<file path="config.mk">
export PLATFORM = sky130hd
export DESIGN_NAME = pmem_arbiter_flat
export DESIGN_NICKNAME = d
export VERILOG_FILES = /design/src/rtl/pmem_arbiter_if.sv /design/src/rtl/pmem_arbiter.sv /design/src/flat_wrapper.sv
export SDC_FILE = /design/constraint.sdc
export NUM_CORES = 1
export LEC_CHECK = 0
export ABC_AREA = 1
export ABC_CLOCK_PERIOD_IN_PS = 1400
export CAP_MARGIN = 20
export CORE_AREA = 5 5 266 268
export DETAILED_ROUTE_END_ITERATION = 6
export DIE_AREA = 0 0 271 273
export PLACE_DENSITY = 0.4
export SLEW_MARGIN = 40
export SYNTH_ARGS = -nofsm -noshare
export SYNTH_HDL_FRONTEND = slang
export SYNTH_SLANG_ARGS = --single-unit
</file>
<file path="constraint.sdc">
create_clock -name clk -period 1.4 [get_ports clk]
set_clock_uncertainty 0.2 [all_clocks]
set_input_delay 0.14 -clock clk [delete_from_list [all_inputs] [get_ports clk]]
set_output_delay 0.14 -clock clk [all_outputs]
set_load 0.1 [all_outputs]
</file>
<file path="src/rtl/pmem_arbiter_if.sv">
// ----------------------------------------------------------------------------
// pmem_arbiter_if
//   Bundles every bus-side signal of the physical-memory arbiter: the I-cache
//   fill port, the D-cache fill/writeback port, the physical-memory command
//   port and the conflict perf pulse.
//
//   Modports:
//     slave  - the arbiter itself (takes cache requests and memory responses,
//              drives memory commands and cache responses)
//     master - the environment around it (caches + physical memory)
//
//   Signals (widths from ADDR_W / LINE_W):
//     i_pmem_read, i_pmem_address            I-side request
//     i_pmem_rdata, i_pmem_resp              I-side response
//     d_pmem_read, d_pmem_write,
//     d_pmem_address, d_pmem_wdata           D-side request
//     d_pmem_rdata, d_pmem_resp              D-side response
//     pmem_read, pmem_write,
//     pmem_address, pmem_wdata               command to memory
//     pmem_rdata, pmem_resp                  memory response
//     conflict_inc                           both sides requesting in IDLE
// ----------------------------------------------------------------------------
interface pmem_arbiter_if #(
    parameter int ADDR_W = 16,
    parameter int LINE_W = 128
);
    logic              i_pmem_read;
    logic [ADDR_W-1:0] i_pmem_address;
    logic [LINE_W-1:0] i_pmem_rdata;
    logic              i_pmem_resp;

    logic              d_pmem_read;
    logic              d_pmem_write;
    logic [ADDR_W-1:0] d_pmem_address;
    logic [LINE_W-1:0] d_pmem_wdata;
    logic [LINE_W-1:0] d_pmem_rdata;
    logic              d_pmem_resp;

    logic              pmem_read;
    logic              pmem_write;
    logic [ADDR_W-1:0] pmem_address;
    logic [LINE_W-1:0] pmem_wdata;
    logic [LINE_W-1:0] pmem_rdata;
    logic              pmem_resp;

    logic              conflict_inc;

    modport slave (
        input  i_pmem_read, i_pmem_address,
        input  d_pmem_read, d_pmem_write, d_pmem_address, d_pmem_wdata,
        input  pmem_rdata, pmem_resp,
        output i_pmem_rdata, i_pmem_resp,
        output d_pmem_rdata, d_pmem_resp,
        output pmem_read, pmem_write, pmem_address, pmem_wdata,
        output conflict_inc
    );

    modport master (
        output i_pmem_read, i_pmem_address,
        output d_pmem_read, d_pmem_write, d_pmem_address, d_pmem_wdata,
        output pmem_rdata, pmem_resp,
        input  i_pmem_rdata, i_pmem_resp,
        input  d_pmem_rdata, d_pmem_resp,
        input  pmem_read, pmem_write, pmem_address, pmem_wdata,
        input  conflict_inc
    );
endinterface

</file>
<file path="src/rtl/pmem_arbiter.sv">
// ----------------------------------------------------------------------------
// pmem_arbiter
//   Shares one physical-memory port between the I-cache fill path and the
//   D-cache fill/writeback path. One side is granted at a time; the memory
//   command is decoded purely from the FSM state, and pmem_resp/pmem_rdata are
//   routed back to the granted side only. Every transaction is followed by one
//   IDLE turnaround cycle, so a late pmem_resp can never complete a new grant.
//
//   Ports:
//     clk    - clock, all state on the rising edge
//     rst_n  - asynchronous active-low reset (state -> IDLE, last grant -> I)
//     bus    - pmem_arbiter_if.slave, all cache/memory handshake signals
//
//   Build option:
//     ARB_ROUND_ROBIN_EN - when defined, a conflict grants the side opposite
//                          the previous grant (first conflict after reset goes
//                          to D). When undefined, D always wins conflicts.
// ----------------------------------------------------------------------------
module pmem_arbiter #(
    parameter int ADDR_W = 16,
    parameter int LINE_W = 128
) (
    input  logic           clk,
    input  logic           rst_n,
    pmem_arbiter_if.slave  bus
);

    typedef enum logic [1:0] {
        IDLE   = 2'd0,
        I_BUSY = 2'd1,
        D_BUSY = 2'd2
    } state_e;

    state_e state_q, state_d;

    logic i_req, d_req;
    logic pick_d;        // conflict resolution: 1 -> grant D

    logic [ADDR_W-1:0] addr_mux;
    logic [LINE_W-1:0] wdata_mux;

    assign i_req = bus.i_pmem_read;
    assign d_req = bus.d_pmem_read | bus.d_pmem_write;

`ifdef ARB_ROUND_ROBIN_EN
    typedef enum logic {
        GRANT_I = 1'b0,
        GRANT_D = 1'b1
    } grant_e;

    grant_e last_grant_q, last_grant_d;

    assign pick_d = (last_grant_q == GRANT_I);

    always_comb begin
        last_grant_d = last_grant_q;
        if (state_q == IDLE && state_d == D_BUSY)
            last_grant_d = GRANT_D;
        else if (state_q == IDLE && state_d == I_BUSY)
            last_grant_d = GRANT_I;
    end

    always_ff @(posedge clk or negedge rst_n) begin
        if (!rst_n)
            last_grant_q <= GRANT_I;
        else
            last_grant_q <= last_grant_d;
    end
`else
    assign pick_d = 1'b1;
`endif

    always_ff @(posedge clk or negedge rst_n) begin
        // NOTE: state registers use non-blocking assignments so every flop
        // samples the pre-edge value of its inputs, independent of block order.
        if (!rst_n)
            state_q <= IDLE;
        else
            state_q <= state_d;
    end

    // Next-state and conflict pulse.
    always_comb begin
        // NOTE: every output of this block gets a default first; a path that
        // leaves one unassigned would infer a latch.
        state_d          = state_q;
        bus.conflict_inc = 1'b0;
        unique case (state_q)
            IDLE: begin
                bus.conflict_inc = i_req & d_req;
                if (i_req && d_req)
                    state_d = pick_d ? D_BUSY : I_BUSY;
                else if (d_req)
                    state_d = D_BUSY;
                else if (i_req)
                    state_d = I_BUSY;
            end
            I_BUSY, D_BUSY: begin
                // A requester dropping its request mid-transaction is illegal;
                // only pmem_resp ends the grant.
                if (bus.pmem_resp)
                    state_d = IDLE;
            end
            default: state_d = IDLE;
        endcase
    end

    // Memory command and response routing, decoded from state only.
    always_comb begin
        bus.pmem_read    = 1'b0;
        bus.pmem_write   = 1'b0;
        addr_mux         = '0;
        wdata_mux        = '0;
        bus.i_pmem_resp  = 1'b0;
        bus.i_pmem_rdata = '0;
        bus.d_pmem_resp  = 1'b0;
        bus.d_pmem_rdata = '0;
        unique case (state_q)
            I_BUSY: begin
                bus.pmem_read    = 1'b1;
                addr_mux         = bus.i_pmem_address;
                bus.i_pmem_resp  = bus.pmem_resp;
                bus.i_pmem_rdata = bus.pmem_rdata;
            end
            D_BUSY: begin
                // Read and write together is treated as a writeback.
                bus.pmem_read    = bus.d_pmem_read & ~bus.d_pmem_write;
                bus.pmem_write   = bus.d_pmem_write;
                addr_mux         = bus.d_pmem_address;
                wdata_mux        = bus.d_pmem_wdata;
                bus.d_pmem_resp  = bus.pmem_resp;
                bus.d_pmem_rdata = bus.pmem_rdata;
            end
            default: ;  // IDLE: command low, any pmem_resp is ignored
        endcase
    end

    assign bus.pmem_address = addr_mux;
    assign bus.pmem_wdata   = wdata_mux;

endmodule

</file>
<file path="src/flat_wrapper.sv">
// flat-port wrapper written by rule: the top's interface ports become plain ports
module pmem_arbiter_flat 
#(
    parameter int ADDR_W = 16,
    parameter int LINE_W = 128
)
  (clk, rst_n, bus_i_pmem_read, bus_i_pmem_address, bus_d_pmem_read, bus_d_pmem_write, bus_d_pmem_address, bus_d_pmem_wdata, bus_pmem_rdata, bus_pmem_resp, bus_i_pmem_rdata, bus_i_pmem_resp, bus_d_pmem_rdata, bus_d_pmem_resp, bus_pmem_read, bus_pmem_write, bus_pmem_address, bus_pmem_wdata, bus_conflict_inc);
  pmem_arbiter_if #(.ADDR_W(ADDR_W), .LINE_W(LINE_W)) bus_i ();
  input  logic clk;
  input  logic rst_n;
  input wire logic [$bits(bus_i.i_pmem_read)-1:0] bus_i_pmem_read;
  input wire logic [$bits(bus_i.i_pmem_address)-1:0] bus_i_pmem_address;
  input wire logic [$bits(bus_i.d_pmem_read)-1:0] bus_d_pmem_read;
  input wire logic [$bits(bus_i.d_pmem_write)-1:0] bus_d_pmem_write;
  input wire logic [$bits(bus_i.d_pmem_address)-1:0] bus_d_pmem_address;
  input wire logic [$bits(bus_i.d_pmem_wdata)-1:0] bus_d_pmem_wdata;
  input wire logic [$bits(bus_i.pmem_rdata)-1:0] bus_pmem_rdata;
  input wire logic [$bits(bus_i.pmem_resp)-1:0] bus_pmem_resp;
  output wire logic [$bits(bus_i.i_pmem_rdata)-1:0] bus_i_pmem_rdata;
  output wire logic [$bits(bus_i.i_pmem_resp)-1:0] bus_i_pmem_resp;
  output wire logic [$bits(bus_i.d_pmem_rdata)-1:0] bus_d_pmem_rdata;
  output wire logic [$bits(bus_i.d_pmem_resp)-1:0] bus_d_pmem_resp;
  output wire logic [$bits(bus_i.pmem_read)-1:0] bus_pmem_read;
  output wire logic [$bits(bus_i.pmem_write)-1:0] bus_pmem_write;
  output wire logic [$bits(bus_i.pmem_address)-1:0] bus_pmem_address;
  output wire logic [$bits(bus_i.pmem_wdata)-1:0] bus_pmem_wdata;
  output wire logic [$bits(bus_i.conflict_inc)-1:0] bus_conflict_inc;
  assign bus_i.i_pmem_read = bus_i_pmem_read;
  assign bus_i.i_pmem_address = bus_i_pmem_address;
  assign bus_i.d_pmem_read = bus_d_pmem_read;
  assign bus_i.d_pmem_write = bus_d_pmem_write;
  assign bus_i.d_pmem_address = bus_d_pmem_address;
  assign bus_i.d_pmem_wdata = bus_d_pmem_wdata;
  assign bus_i.pmem_rdata = bus_pmem_rdata;
  assign bus_i.pmem_resp = bus_pmem_resp;
  assign bus_i_pmem_rdata = bus_i.i_pmem_rdata;
  assign bus_i_pmem_resp = bus_i.i_pmem_resp;
  assign bus_d_pmem_rdata = bus_i.d_pmem_rdata;
  assign bus_d_pmem_resp = bus_i.d_pmem_resp;
  assign bus_pmem_read = bus_i.pmem_read;
  assign bus_pmem_write = bus_i.pmem_write;
  assign bus_pmem_address = bus_i.pmem_address;
  assign bus_pmem_wdata = bus_i.pmem_wdata;
  assign bus_conflict_inc = bus_i.conflict_inc;
  pmem_arbiter #(.ADDR_W(ADDR_W), .LINE_W(LINE_W)) u_core (.clk(clk), .rst_n(rst_n), .bus(bus_i));
endmodule
</file>
Word level (Yosys, flattened, before mapping)
Index checks and enable logic that the tools add are counted.
{"block": "word_totals", "reg_bits": 2, "elab_cells": 27}
{"block": "op_classes", "n_eq_ne": 4, "muxes": 14, "n_bitwise": 4, "reduce_logical": 4}
{"operator": "128-bit two-way mux", "n": 3}
{"operator": "16-bit case mux with 2 select lines", "n": 1}
{"operator": "2-bit two-way mux", "n": 4}
{"operator": "1-bit two-way mux", "n": 4}
{"operator": "4-bit by 2-bit != test with 1-bit output (second input constant)", "n": 1}
{"operator": "2-bit case mux with 2 select lines", "n": 1}
{"operator": "1-bit AND", "n": 2}
{"operator": "2-bit by 1-bit == test with 1-bit output (second input constant)", "n": 1}
{"operator": "2-bit == test (second input constant)", "n": 1}
{"operator": "2-bit logical NOT", "n": 1}
{"operator": "2-bit != test (second input constant)", "n": 1}
{"operator": "1-bit case mux with 2 select lines", "n": 1}
{"operator": "2-bit AND reduction", "n": 1}
{"operator": "2-bit OR reduction", "n": 1}
{"operator": "1-bit logical AND", "n": 1}
{"operator": "1-bit NOT", "n": 1}
{"operator": "1-bit OR", "n": 1}

Longest topological paths before layout
{"block": "depth", "ltp_word": 4, "mapped_depth": 7, "ltp_nobuf": 7}

Worst setup path before layout
OpenSTA, ideal clock, no wires.
{"block": "synth_path", "kind": "register -> output", "from": "register u_core.state_q[0]", "to": "output port bus_conflict_inc", "arrival_time_ns": 2.879, "required_ns": 1.060, "setup_slack_ns": -1.819, "path_stages_with_launch": 5, "n_path_buf": 0, "cell_sequence": "dfrtp_1 inv_1 ha_1 inv_1 nor3b_1"}
{"block": "synth_between", "elab_chain_len": 2}
{"element": "start: declaration", "line_no": "pmem_arbiter.sv:34", "source": "state_e state_q, state_d;"}
{"element": "start signal: assignment", "line_no": "pmem_arbiter.sv:79", "source": "state_q <= state_d;"}
{"element": "2-bit logical NOT", "line_no": "pmem_arbiter.sv:88", "source": "unique case (state_q)"}
{"element": "1-bit two-way mux", "line_no": "pmem_arbiter.sv:88"}
{"element": "end: declaration", "line_no": "flat_wrapper.sv:27", "source": "output wire logic [$bits(bus_i.conflict_inc)-1:0] bus_conflict_inc;"}
Every way passes these cells.

Final worst setup path
{"block": "layout_path", "from": "register u_core.state_q[0]", "to": "output port bus_pmem_address[15]"}
{"block": "layout_between", "elab_chain_len": 2, "elab_cells_between_ends": 3, "cone_classes": "eq/ne: 2; mux: 1"}
{"element": "2-bit == test / 2-bit by 1-bit == test with 1-bit output (equally long branches)", "line_no": "pmem_arbiter.sv:118", "source": "unique case (state_q)"}
{"element": "16-bit case mux with 2 select lines (*)", "line_no": "pmem_arbiter.sv:118"}
{"element": "end: declaration", "line_no": "flat_wrapper.sv:25", "source": "output wire logic [$bits(bus_i.pmem_address)-1:0] bus_pmem_address;"}
Mark *: on every way between the ends. The rest lies on a longest branch, timed or not.

==> metrics.md <==
| Metric | Value |
|---|---|
| H-tree levels | 1 |
| CTS tree | done |
| Setup WS post-layout | -675.4 ps |
| Worst-skew pair later-pin latency | 220 ps |
| Root Driver | clkbuf_16 |
| Arrival @ worst endpoint | 1740 ps |
| Row count | 96 |
| Fillers | 7190 |
| Most frequent cells in the layout | buf_12 (428), clkdlybuf4s50_1 (293), clkinvlp_4 (224) |
| Biggest regs | u_core.state_q x2 |
| Place WS | -525.2 ps |
| DR iter-0 viols | 172 |
| DRC viols | 0 |
| Most common cell after layout, fill and taps aside | buf_12 |
| Post-Route Utilization | 0.2786 |
| Total Routing Usage GR | 0.1202 |
| Vias after detailed routing | 7813 |
| Die Area | 0.07398 sq mm |
| Post-synthesis sequential area ratio | 0.01355 |
| Final setup vio count | 407 |
| Largest family of logic cells by synthesized area | buffers and inverters |
| GRT Residual Overflow | 0 |
| R2R Setup Slk | -270 ps |
| Reg2Reg Depth | 8 |
| DIE WIDTH | 271 microns |
| Final nets | 1948 |
| Crit Path Max Fanout | 5 |
| Post-synthesis mux area share | 0 |
| CP Capture Point | bus_pmem_address[15] |
| Largest stage delay on the critical path | 410 ps |
| Worst Setup Start Kind | flip-flop |
| Unrepaired setup endpoints after global routing | yes |
| Max Clock Freq | 481.8 MHz |
| Area Overhead vs Synth | 413.6% |
| CP required | 1060 ps |
| Wire per inst | 19.11 microns |
| CTS Buf Count | 3 |
| Xor/xnor share of the synthesized area | 0 |
| Core box area | 0.06811 sq mm |
| Slew Viols, Final | 0 |
| Share of layout cells above drive strength 1 | 0.6729 |
| Routed Antenna Nets | 0 |
| Largest net degree at the start of global routing | 58 |
| Slew HR | 0.7880 |
| Failing checks | negative setup slack |
| Initial antenna violation count | 15 |
| Placed Cells | 2485 |
| Synth warn | 0 |
| Final cell count without fillers | 2536 |
| Vias in the first global route | 8412 |
| Netlist cell types | 13 |
| Critical Path Source | u_core.state_q[0] |
| Period minus WS final | 2075 ps |
| Reg with most FFs | u_core.state_q |
| Die span in y | 273 microns |
| HP Class | in -> async |
| Synth Area per Inst | 4.114 sq um |
| Mapped Cells | 898 |
| CP Capture Type | output pin |
| Simple-Gate Fraction of Synth Area | 0.4409 |
| Routability Congestion | 0.8633 |
| Final period utilization | 1.482 |
| Slowest-stage cell, CP | ha_4 |
| First-pass DRT Iterations | 4 |
| Status | complete, but fails checks |
| Num Clock Sinks | 2 |
| Clock Pin Slew Worst Setup and Hold Paths | 30 ps |
| Number of synthesized register bits | 2 |
| Max Cap Violations | 0 |
| Critical path class | reg -> out |
| Synth Area in Adders | 0.01355 |
| IO Count | 699 |
| Syn_nets | 1196 |
| DP HPWL | 41880 microns |
| Max reg flops | 2 |
| Hold Vio Cnt, Final | 0 |
| Post-synthesis compound-gate area fraction | 0.02438 |
| CP cell instances | inv_2 > buf_6 > ha_4 > clkinv_16 > a21oi_4 > buf_12 |
| Total Wirelength | 48470 microns |
| I/O Buffers | 698 |
| Worst-margin pin slew | 317.0 ps |
| First-pass GRT wire length | 64360 microns |
| Starting Density | 0.05425 |
| Number of vias per cell | 3.081 |
| Reg2reg end | u_core.state_q[0] |
| Worst-case clock buffer depth | 2 |
| Synthesized area | 0.003695 sq mm |
| Reg2reg start | u_core.state_q[0] |
## metrics by stage
step                hold WS [ps]  area (sq um)  TNS [ps]
floorplan                 -355.6          4977   -192260
global placement           121.5         17290   -145070
detailed placement         117.5         17290   -142260
CTS                        485.7         18280   -253220
global route               494.8         18960   -270630
finish                     471.7         18980   -240810
## per-layer routing
layer,wire [microns],vias to the layer above,GRT usage
li1,-,3798,-
met1,16930,3494,0.1200
met2,25880,452,0.2334
met3,4324,57,0.04662
met4,1261,12,0.02858
met5,79,-,0
## worst min path at each step
| stage | slack [ps] | cells past startpoint | endpoint | startpoint |
|---|---|---|---|---|
| after floorplan | -360 | 0 | u_core.state_q[0] | rst_n |
| after global placement | 120 | 1 | u_core.state_q[0] | rst_n |
| after detailed placement | 120 | 1 | u_core.state_q[1] | rst_n |
| after CTS | 490 | 2 | u_core.state_q[0] | rst_n |
| after global routing | 490 | 2 | u_core.state_q[1] | rst_n |
| final | 470 | 2 | u_core.state_q[1] | rst_n |
## timing repair
| action | CTS | global route |
|---|---|---|
| buffers inserted | 18 | 16 |
| endpoints found under the hold margin | 2 | 0 |
| endpoints found under the setup margin | 407 | 407 |
| hold buffers | 1 | 0 |
| gates resized for setup | 202 | 233 |
| pin swaps | 2 | 24 |
| gates cloned | 8 | 5 |
## worst max-delay path, delay by kind of cell (launching register included)
family          cells  cell delay, ps
flops               1             370
buf+inv             4             510
fa+ha+maj           1             410
compound gates      1             210
## logic make-up after synthesis
family,count (synthesis)
buffers and inverters,442
AND/OR/NAND/NOR,432
AO/OA/AOI/OAI,18
adder cells (fa/ha/maj),4
flip-flops,2
## cell usage after synthesis, drive strengths merged
master | count | area, sq um
a21oi | 18 | 90.09
buf | 47 | 391.6
clkbuf | 1 | 5.000
clkinv | 1 | 3.750
dfrtp | 2 | 50.05
ha | 4 | 50.05
inv | 393 | 1475
nand2 | 428 | 1607
nand3b | 1 | 7.510
nor2 | 2 | 7.510
nor3b | 1 | 7.510
## layout make-up
type / count / area, sq um / share of cell area
multi-input cells: 454 / 2889 / 0.1522
well taps: 882 / 1104 / 0.05816
inverters: 394 / 2379 / 0.1253
repair buffers: 793 / 12440 / 0.6554
repair inverters: 2 / 27.53 / 0.001451
clock buffers: 3 / 75.07 / 0.003956
diodes: 6 / 15.01 / 0.0007912
flip-flops and latches: 2 / 50.05 / 0.002637
Power is not shown: default switching activity piles up to over one toggle a cycle in this logic, so the estimate is an artifact.
